$ cat src/rtl/fdiv_pkg.sv
// Shared types and constants for the FP32 divider sequencing controller.
package fdiv_pkg;

    typedef enum logic [1:0] {
        IDLE   = 2'd0,
        SETTLE = 2'd1,
        DONE   = 2'd2
    } fdivState_t;

    localparam logic [31:0] FP32_QNAN = 32'h7FC00000;
    localparam logic [30:0] FP32_INF  = 31'h7F800000;

    // out_flags = {inv, dz, inf_res, zero_res}
    localparam int FLAG_INV  = 3;
    localparam int FLAG_DZ   = 2;
    localparam int FLAG_INF  = 1;
    localparam int FLAG_ZERO = 0;

endpackage

$ cat src/rtl/fdiv_classify.sv
// Combinational FP32 special-operand classifier: flags pairs that bypass the divider
// and produces their IEEE-754 result and exception flags.
module fdiv_classify
    import fdiv_pkg::*;
(
    input  logic [31:0] a,
    input  logic [31:0] b,
    output logic        special,
    output logic [31:0] spec_s,
    output logic [3:0]  spec_flags
);

    logic aZero, bZero, aInf, bInf, aNan, bNan, sign;

    // Subnormals have exp=0 and are deliberately treated as zero.
    assign aZero = (a[30:23] == 8'h00);
    assign bZero = (b[30:23] == 8'h00);
    assign aInf  = (a[30:23] == 8'hFF) && (a[22:0] == 23'd0);
    assign bInf  = (b[30:23] == 8'hFF) && (b[22:0] == 23'd0);
    assign aNan  = (a[30:23] == 8'hFF) && (a[22:0] != 23'd0);
    assign bNan  = (b[30:23] == 8'hFF) && (b[22:0] != 23'd0);
    assign sign  = a[31] ^ b[31];

    always_comb begin
        special    = 1'b0;
        spec_s     = 32'd0;
        spec_flags = 4'd0;
        if (aNan || bNan || (aZero && bZero) || (aInf && bInf)) begin
            special              = 1'b1;
            spec_s               = FP32_QNAN;
            spec_flags[FLAG_INV] = 1'b1;
        end else if (bZero) begin
            special              = 1'b1;
            spec_s               = {sign, FP32_INF};
            spec_flags[FLAG_DZ]  = 1'b1;
            spec_flags[FLAG_INF] = 1'b1;
        end else if (aInf) begin
            special              = 1'b1;
            spec_s               = {sign, FP32_INF};
            spec_flags[FLAG_INF] = 1'b1;
        end else if (aZero || bInf) begin
            special               = 1'b1;
            spec_s                = {sign, 31'd0};
            spec_flags[FLAG_ZERO] = 1'b1;
        end
    end

endmodule

$ cat src/rtl/fdiv_seq_ctrl.sv
// Issue/collect controller around the combinational FP32 divider: holds operands for a
// settle window, then captures the quotient. FDIV_SPECIAL_EN enables the special-case bypass.
module fdiv_seq_ctrl
    import fdiv_pkg::*;
#(
    parameter int SETTLE_CYCLES = 2
) (
    input  logic        clk,
    input  logic        rst_n,
    input  logic        in_valid,
    output logic        in_ready,
    input  logic [31:0] in_a,
    input  logic [31:0] in_b,
    output logic [31:0] div_a,
    output logic [31:0] div_b,
    input  logic [31:0] div_s,
    output logic        out_valid,
    input  logic        out_ready,
    output logic [31:0] out_s,
    output logic [3:0]  out_flags
);

    fdivState_t state, nextState;
    logic [3:0]  cnt;
    logic [31:0] divA, divB, outS;
    logic [3:0]  outFlags;
    logic        accept, special;
    logic [31:0] specS;
    logic [3:0]  specFlags;

`ifdef FDIV_SPECIAL_EN
    fdiv_classify uClassify (
        .a          (in_a),
        .b          (in_b),
        .special    (special),
        .spec_s     (specS),
        .spec_flags (specFlags)
    );
`else
    assign special   = 1'b0;
    assign specS     = 32'd0;
    assign specFlags = 4'd0;
`endif

    assign accept = in_valid && (state == IDLE);

    always_ff @(posedge clk or negedge rst_n) begin
        if (!rst_n) state <= IDLE;
        else        state <= nextState;
    end

    always_comb begin
        nextState = state;
        case (state)
            IDLE:    if (in_valid) nextState = special ? DONE : SETTLE;
            SETTLE:  if (cnt == 4'd0) nextState = DONE;
            DONE:    if (out_ready) nextState = IDLE;
            default: nextState = IDLE;
        endcase
    end

    always_ff @(posedge clk or negedge rst_n) begin
        if (!rst_n) begin
            cnt      <= 4'd0;
            divA     <= 32'd0;
            divB     <= 32'd0;
            outS     <= 32'd0;
            outFlags <= 4'd0;
        end else if (accept) begin
            divA <= in_a;
            divB <= in_b;
            cnt  <= 4'(SETTLE_CYCLES - 1);
            if (special) begin
                outS     <= specS;
                outFlags <= specFlags;
            end
        end else if (state == SETTLE) begin
            if (cnt == 4'd0) begin
                outS     <= div_s;
                outFlags <= 4'd0;
            end else begin
                cnt <= cnt - 4'd1;
            end
        end
    end

    assign in_ready  = (state == IDLE);
    assign out_valid = (state == DONE);
    assign div_a     = divA;
    assign div_b     = divB;
    assign out_s     = outS;
    assign out_flags = outFlags;

endmodule

$ cat config.mk
export PLATFORM = sky130hd
export DESIGN_NAME = fdiv_seq_ctrl
export DESIGN_NICKNAME = d
export VERILOG_FILES = /design/src/rtl/fdiv_pkg.sv /design/src/rtl/fdiv_classify.sv /design/src/rtl/fdiv_seq_ctrl.sv
export SDC_FILE = /design/constraint.sdc
export NUM_CORES = 1
export LEC_CHECK = 0
export ABC_AREA = 1
export BUFFER_PORTS_ARGS = -buffer_cell sky130_fd_sc_hd__clkbuf_2
export CAP_MARGIN = 20
export CELL_PAD_IN_SITES_DETAIL_PLACEMENT = 0
export CELL_PAD_IN_SITES_GLOBAL_PLACEMENT = 1
export CORE_MARGIN = 1.5
export CORE_UTILIZATION = 31
export CTS_CLUSTER_DIAMETER = 40
export DETAILED_ROUTE_END_ITERATION = 10
export GPL_TIMING_DRIVEN = 1
export PLACE_DENSITY_LB_ADDON = 0.1
export SYNTH_ARGS = -nofsm -noshare
export SYNTH_HDL_FRONTEND = slang
export SYNTH_SLANG_ARGS = --single-unit
$ cat constraint.sdc
create_clock -name clk -period 1.6 [get_ports clk]
set_input_delay 0.32 -clock clk [delete_from_list [all_inputs] [get_ports clk]]
set_output_delay 0.32 -clock clk [all_outputs]
set_load 0.01 [all_outputs]
== After elaboration in Yosys (flattened, before gate mapping) ==
Cells that the tools add are included.

* Register bits: 102
* Bits in latches: 0
* RAM bits: 0
* Bits in read-only memories: 0
* Bits of input ports: 100
* Output and inout port bits: 102
* Logic and storage cells: 27
* Memories kept: 0

* $add $sub $neg: 1
* $mul: 0
* Divide/modulo/power cells: 0
* $lt $le $gt $ge: 0
* Eq/ne operators: 6
* Shift operators: 0
* Mux-type cells: 7
* Bitwise logic cells: 1
* Reductions and logical operators: 7

{| class="wikitable"
|+ Operators by type and width
! kind !! count
|-
| $mux 4 || 3
|-
| $mux 2 || 3
|-
| $pmux 2 s3 || 1
|-
| $reduce_and 3->1 || 2
|-
| $logic_not 4->1 || 1
|-
| $ne 2x1->1 const B || 2
|-
| $ne 2x2->1 const B || 2
|-
| $sub 4x1->4 const B || 1
|-
| $eq 2x1->1 const B || 1
|-
| $eq 2x2->1 const B || 1
|-
| $logic_not 2->1 || 1
|-
| $reduce_and 2->1 || 1
|-
| $reduce_bool 2->1 || 1
|-
| $logic_and 1x1->1 || 1
|-
| $not 1->1 || 1
|}

== Longest topological paths before layout ==
* Depth after elaboration: 4
* Gate-level depth with buffers: 8
* Mapped depth without buffers: 8

== Worst setup path after synthesis ==
No wires, ideal clock.

* Kind: register -> register
* From: reg cnt[0]
* To: reg outS[10] (netlist: out_s[10])
* Library setup time: 118 ps
* Arrival time: 1129 ps
* Required time: 1482 ps
* Path slack: 354 ps
* Cell stages (with the launch flop): 8
* Buffers on the path: 2
* Period minus slack after synthesis: 1246 ps
* Cells stage by stage: dfrtp_1 inv_1 ha_1 nand3_2 buf_6 buf_6 nand2_1 o21ai_2

* Cells in the longest elaborated chain, start to end: 2

{| class="wikitable"
|+ RTL lines
! item !! line !! RTL
|-
| from (decl) || fdiv_seq_ctrl.sv:24 || <nowiki>logic [3:0] cnt;</nowiki>
|-
| from (signal assigned) || fdiv_seq_ctrl.sv:72 || <nowiki>cnt <= 4'(SETTLE_CYCLES - 1);</nowiki>
|-
| from (signal assigned) || fdiv_seq_ctrl.sv:82 || <nowiki>cnt <= cnt - 4'd1;</nowiki>
|-
| $logic_not 4->1 || fdiv_seq_ctrl.sv:78 || <nowiki>if (cnt == 4'd0) begin</nowiki>
|-
| $reduce_and 3->1 (no line) || - ||
|-
| to (signal assigned) || fdiv_seq_ctrl.sv:74 || <nowiki>outS <= specS;</nowiki>
|-
| to (signal assigned) || fdiv_seq_ctrl.sv:79 || <nowiki>outS <= div_s;</nowiki>
|-
| to (decl) || fdiv_seq_ctrl.sv:25 || <nowiki>logic [31:0] divA, divB, outS;</nowiki>
|}

No other way between the ends.
A chain may end at the register's enable or synchronous reset.

== Worst setup path after layout ==
* From: reg state[1]
* To: out in_ready

* Cells in the longest elaborated chain, start to end: 1

{| class="wikitable"
|+ RTL lines
! item !! line !! RTL
|-
| from (decl) || fdiv_seq_ctrl.sv:23 || <nowiki>fdivState_t state, nextState;</nowiki>
|-
| from (signal assigned) || fdiv_seq_ctrl.sv:49 || <nowiki>else state <= nextState;</nowiki>
|-
| $logic_not 2->1 || fdiv_seq_ctrl.sv:87 || <nowiki>assign in_ready = (state == IDLE);</nowiki>
|-
| to (decl) || fdiv_seq_ctrl.sv:11 || <nowiki>output logic in_ready,</nowiki>
|}

No other way between the ends.

==> results.tsv <==
stage	metric	value	unit
outcome	outcome	finished, final reports clean	
cts	clock_latency	0.34	ns
setup_path	slowest_delay	0.40	ns
floorplan	fp.dieW	119	um
cts	cts.path.max_buffers	2	
logic_synthesis	async_flop_share	1.00	
logic_synthesis	ys_seq_area_frac	0.614	
sta	finalCritPeriodShare	0.859	
floorplan	die_height	119	um
logic_synthesis	synth_area_leader_cell	dfrtp_1	
min_path	hold_path_class	input port to flip-flop	
logic_synthesis	netlist_instances	451	
grt	grt_max_degree	65	
logic_synthesis	synth_area	4160	sq um
min_path	min-delay-start	out_ready	
setup_path	path_max_fanout	2	
placement	io_buffers	197	
logic_synthesis	synthTopCellsByArea	dfrtp_1, nand2_1, o21ai_2, inv_1, buf_6	
power_and_ir_drop	cellPowerDensity	2000	nW/um^2
placement	dp.cells	810	
sta	rsz0062_at_grt	false	
grt	antenna_found_initial	0	
setup_path	ff2ff_setup_slack	0.27	ns
logic_synthesis	ys_types	22	
floorplan	die-area	14100	sq um
cts	cts_max_level	3	
route	drtPass1Iterations	4	
min_path	holdPathStages	2	
setup_path	cp_top_family	flip-flops	
power_and_ir_drop	power.net_switching	4.33	mW
final_layout	multi_input_area	1260	sq um
final_layout	layout_common_cells	nand2_1, clkbuf_2, dfrtp_1	
route	drt-total-wl	9960	um
route	vias	3386	
cts	cts_setup_buffers	0	
route	drtAntennaViolNets	0	
sta	tns	0	ns
sta	skew	0.00386	ns
power_and_ir_drop	p_comb_frac	0.412	
placement	routabilityCongestion	0.731	
route	post_drt_via_cell_ratio	4.09	
route	drtIter0Drc	179	
setup_path	cp_num_buf_inv	1	
floorplan	core_area	13100	sq um
route	wl_per_cell	12.0	um
grt	grtUsageTotal	0.146	
setup_path	required	1.28	ns
sta	setup_violations	0	
logic_synthesis	synth-seq-cells	102	
final_layout	final_common_cell	nand2_1	
min_path	worstHoldEndpoint	state[1]	
power_and_ir_drop	swShare	0.386	
setup_path	startpoint_type	flip-flop	
sta	hold_viol	0	
sta	period_needed	1.37	ns
grt	grt_pass1_vias	3266	
cts	clock-sinks	102	
setup_path	crit_slowest_cell	dfrtp_1	
final_layout	regArea	2550	sq um
final_layout	final_cells	827	
setup_path	path_cells	nor2_2 > clkbuf_2	
cts	root_buffer	clkbuf_16	
final_layout	num_antenna_cells	0	
logic_synthesis	synth_warnings	0	
sta	max_freq	728	MHz
setup_path	worstSetupEndpointType	output pin	
logic_synthesis	synth_edf_count	0	
logic_synthesis	synthFlopType	dfrtp_1	
final_layout	area_delta_synth_final	34.6	%
setup_path	r2r-start	cnt[0]	
final_layout	drive_gt1_frac	0.386	
setup_path	path_class	flip-flop to output pin	
route	drc	0	
cts	cts_tree	yes	
setup_path	r2r-end	out_s[4]	
grt	grt_overflow	0	
power_and_ir_drop	clkPwrFrac	0.187	
floorplan	start_util	0.316	
final_layout	fillers	1355	
power_and_ir_drop	seqPwrFrac	0.401	
floorplan	pin_count	202	
power_and_ir_drop	vdd_ir_drop_max	0.663	mV
placement	place_hpwl	7020	um
logic_synthesis	synth_top_area_frac	0.614	
grt	grt_pass1_wl	16300	um
cts	cts_made_buffers	9	
run	drv_cap	0	
setup_path	crit_arrival	1.05	ns
floorplan	row_count	42	
sta	drv_slew	0	
cts	clk_pin_slew	0.07	ns
setup_path	worstRegToRegCells	6	
final_layout	final_nets	748	
power_and_ir_drop	power.leakage	3.31	nW
logic_synthesis	synth.avg_cell_area	9.22	sq um
power_and_ir_drop	internal_power	6.88	mW
## cells in the mapped netlist, drive strengths merged, types with 2 or more instances
cell,n
clkbuf,3
nand3,2
nor2,4
nand2,237
o21ai,34
ha,2
dfrtp,102
nand4,2
or2,2
inv,39
buf,21
## routing by layer
metal / share of wire / GRT usage
met5: 0 / 0
met1: 0.46 / 0.199
met3: 0.069 / 0.0367
met4: 0.020 / 0.0640
met2: 0.45 / 0.221
## logic make-up after synthesis
family,after synthesis,share of synthesized area
and+or+nand+nor,247,0.229
DFF,102,0.614
buffers and inverters,63,0.0852
AOI/OAI and AO/OA,36,0.0647
adders and majority gates,2,0.00602
other,1,0.000902
## registers in the layout, summed over array words and instances (netlist names)
register / count
cnt: 4
out_s: 32
div_b: 32
div_a: 32
state: 2
## power groups by stage
stage          Sequential (mW)  Combinational [mW]  Clock, mW
5_1_grt                   4.67                5.24       2.26
2_1_floorplan             5.05                2.35          0
3_5_place_dp              4.52                4.73          0
6_report                  4.49                4.62       2.09
4_1_cts                   4.50                4.74       2.18
3_3_place_gp              4.51                4.64          0
## worst max-delay path by stage
stage	endpoint	start	cells past startpoint
after global routing	div_b[24]	state[1]	6
after floorplan	out_s[10]	cnt[0]	7
after CTS	in_ready	state[1]	2
final	in_ready	state[1]	2
after detailed placement	div_a[23]	state[1]	6
after global placement	div_b[12]	state[1]	6
## what timing repair did
item | CTS | global route
hold endpoints to repair | 40 | 0
hold buffers | 1 | 0
gates resized for setup | 0 | 0
## metrics by stage
stage,utilization,power (mW),setup slack (ns),cell area (sq um),hold slack [ns]
floorplan,-,7.39,0.354,4170,0.0244
global placement,0.403,9.15,0.301,5300,0.322
detailed placement,0.403,9.26,0.249,5300,0.321
CTS,0.426,11.4,0.185,5590,0.156
global route,0.426,12.2,0.109,5590,0.162
finish,0.426,11.2,0.226,5590,0.168
## cell type report
cell class,count,share of cell area
clock buffer,13,0.0483
clock inverter,3,0.00313
inverter,39,0.0262
multi-input combinational,289,0.225
sequential,102,0.456
tap,176,0.0394
timing repair buffer,205,0.201
(Power assumes the default switching activity.)
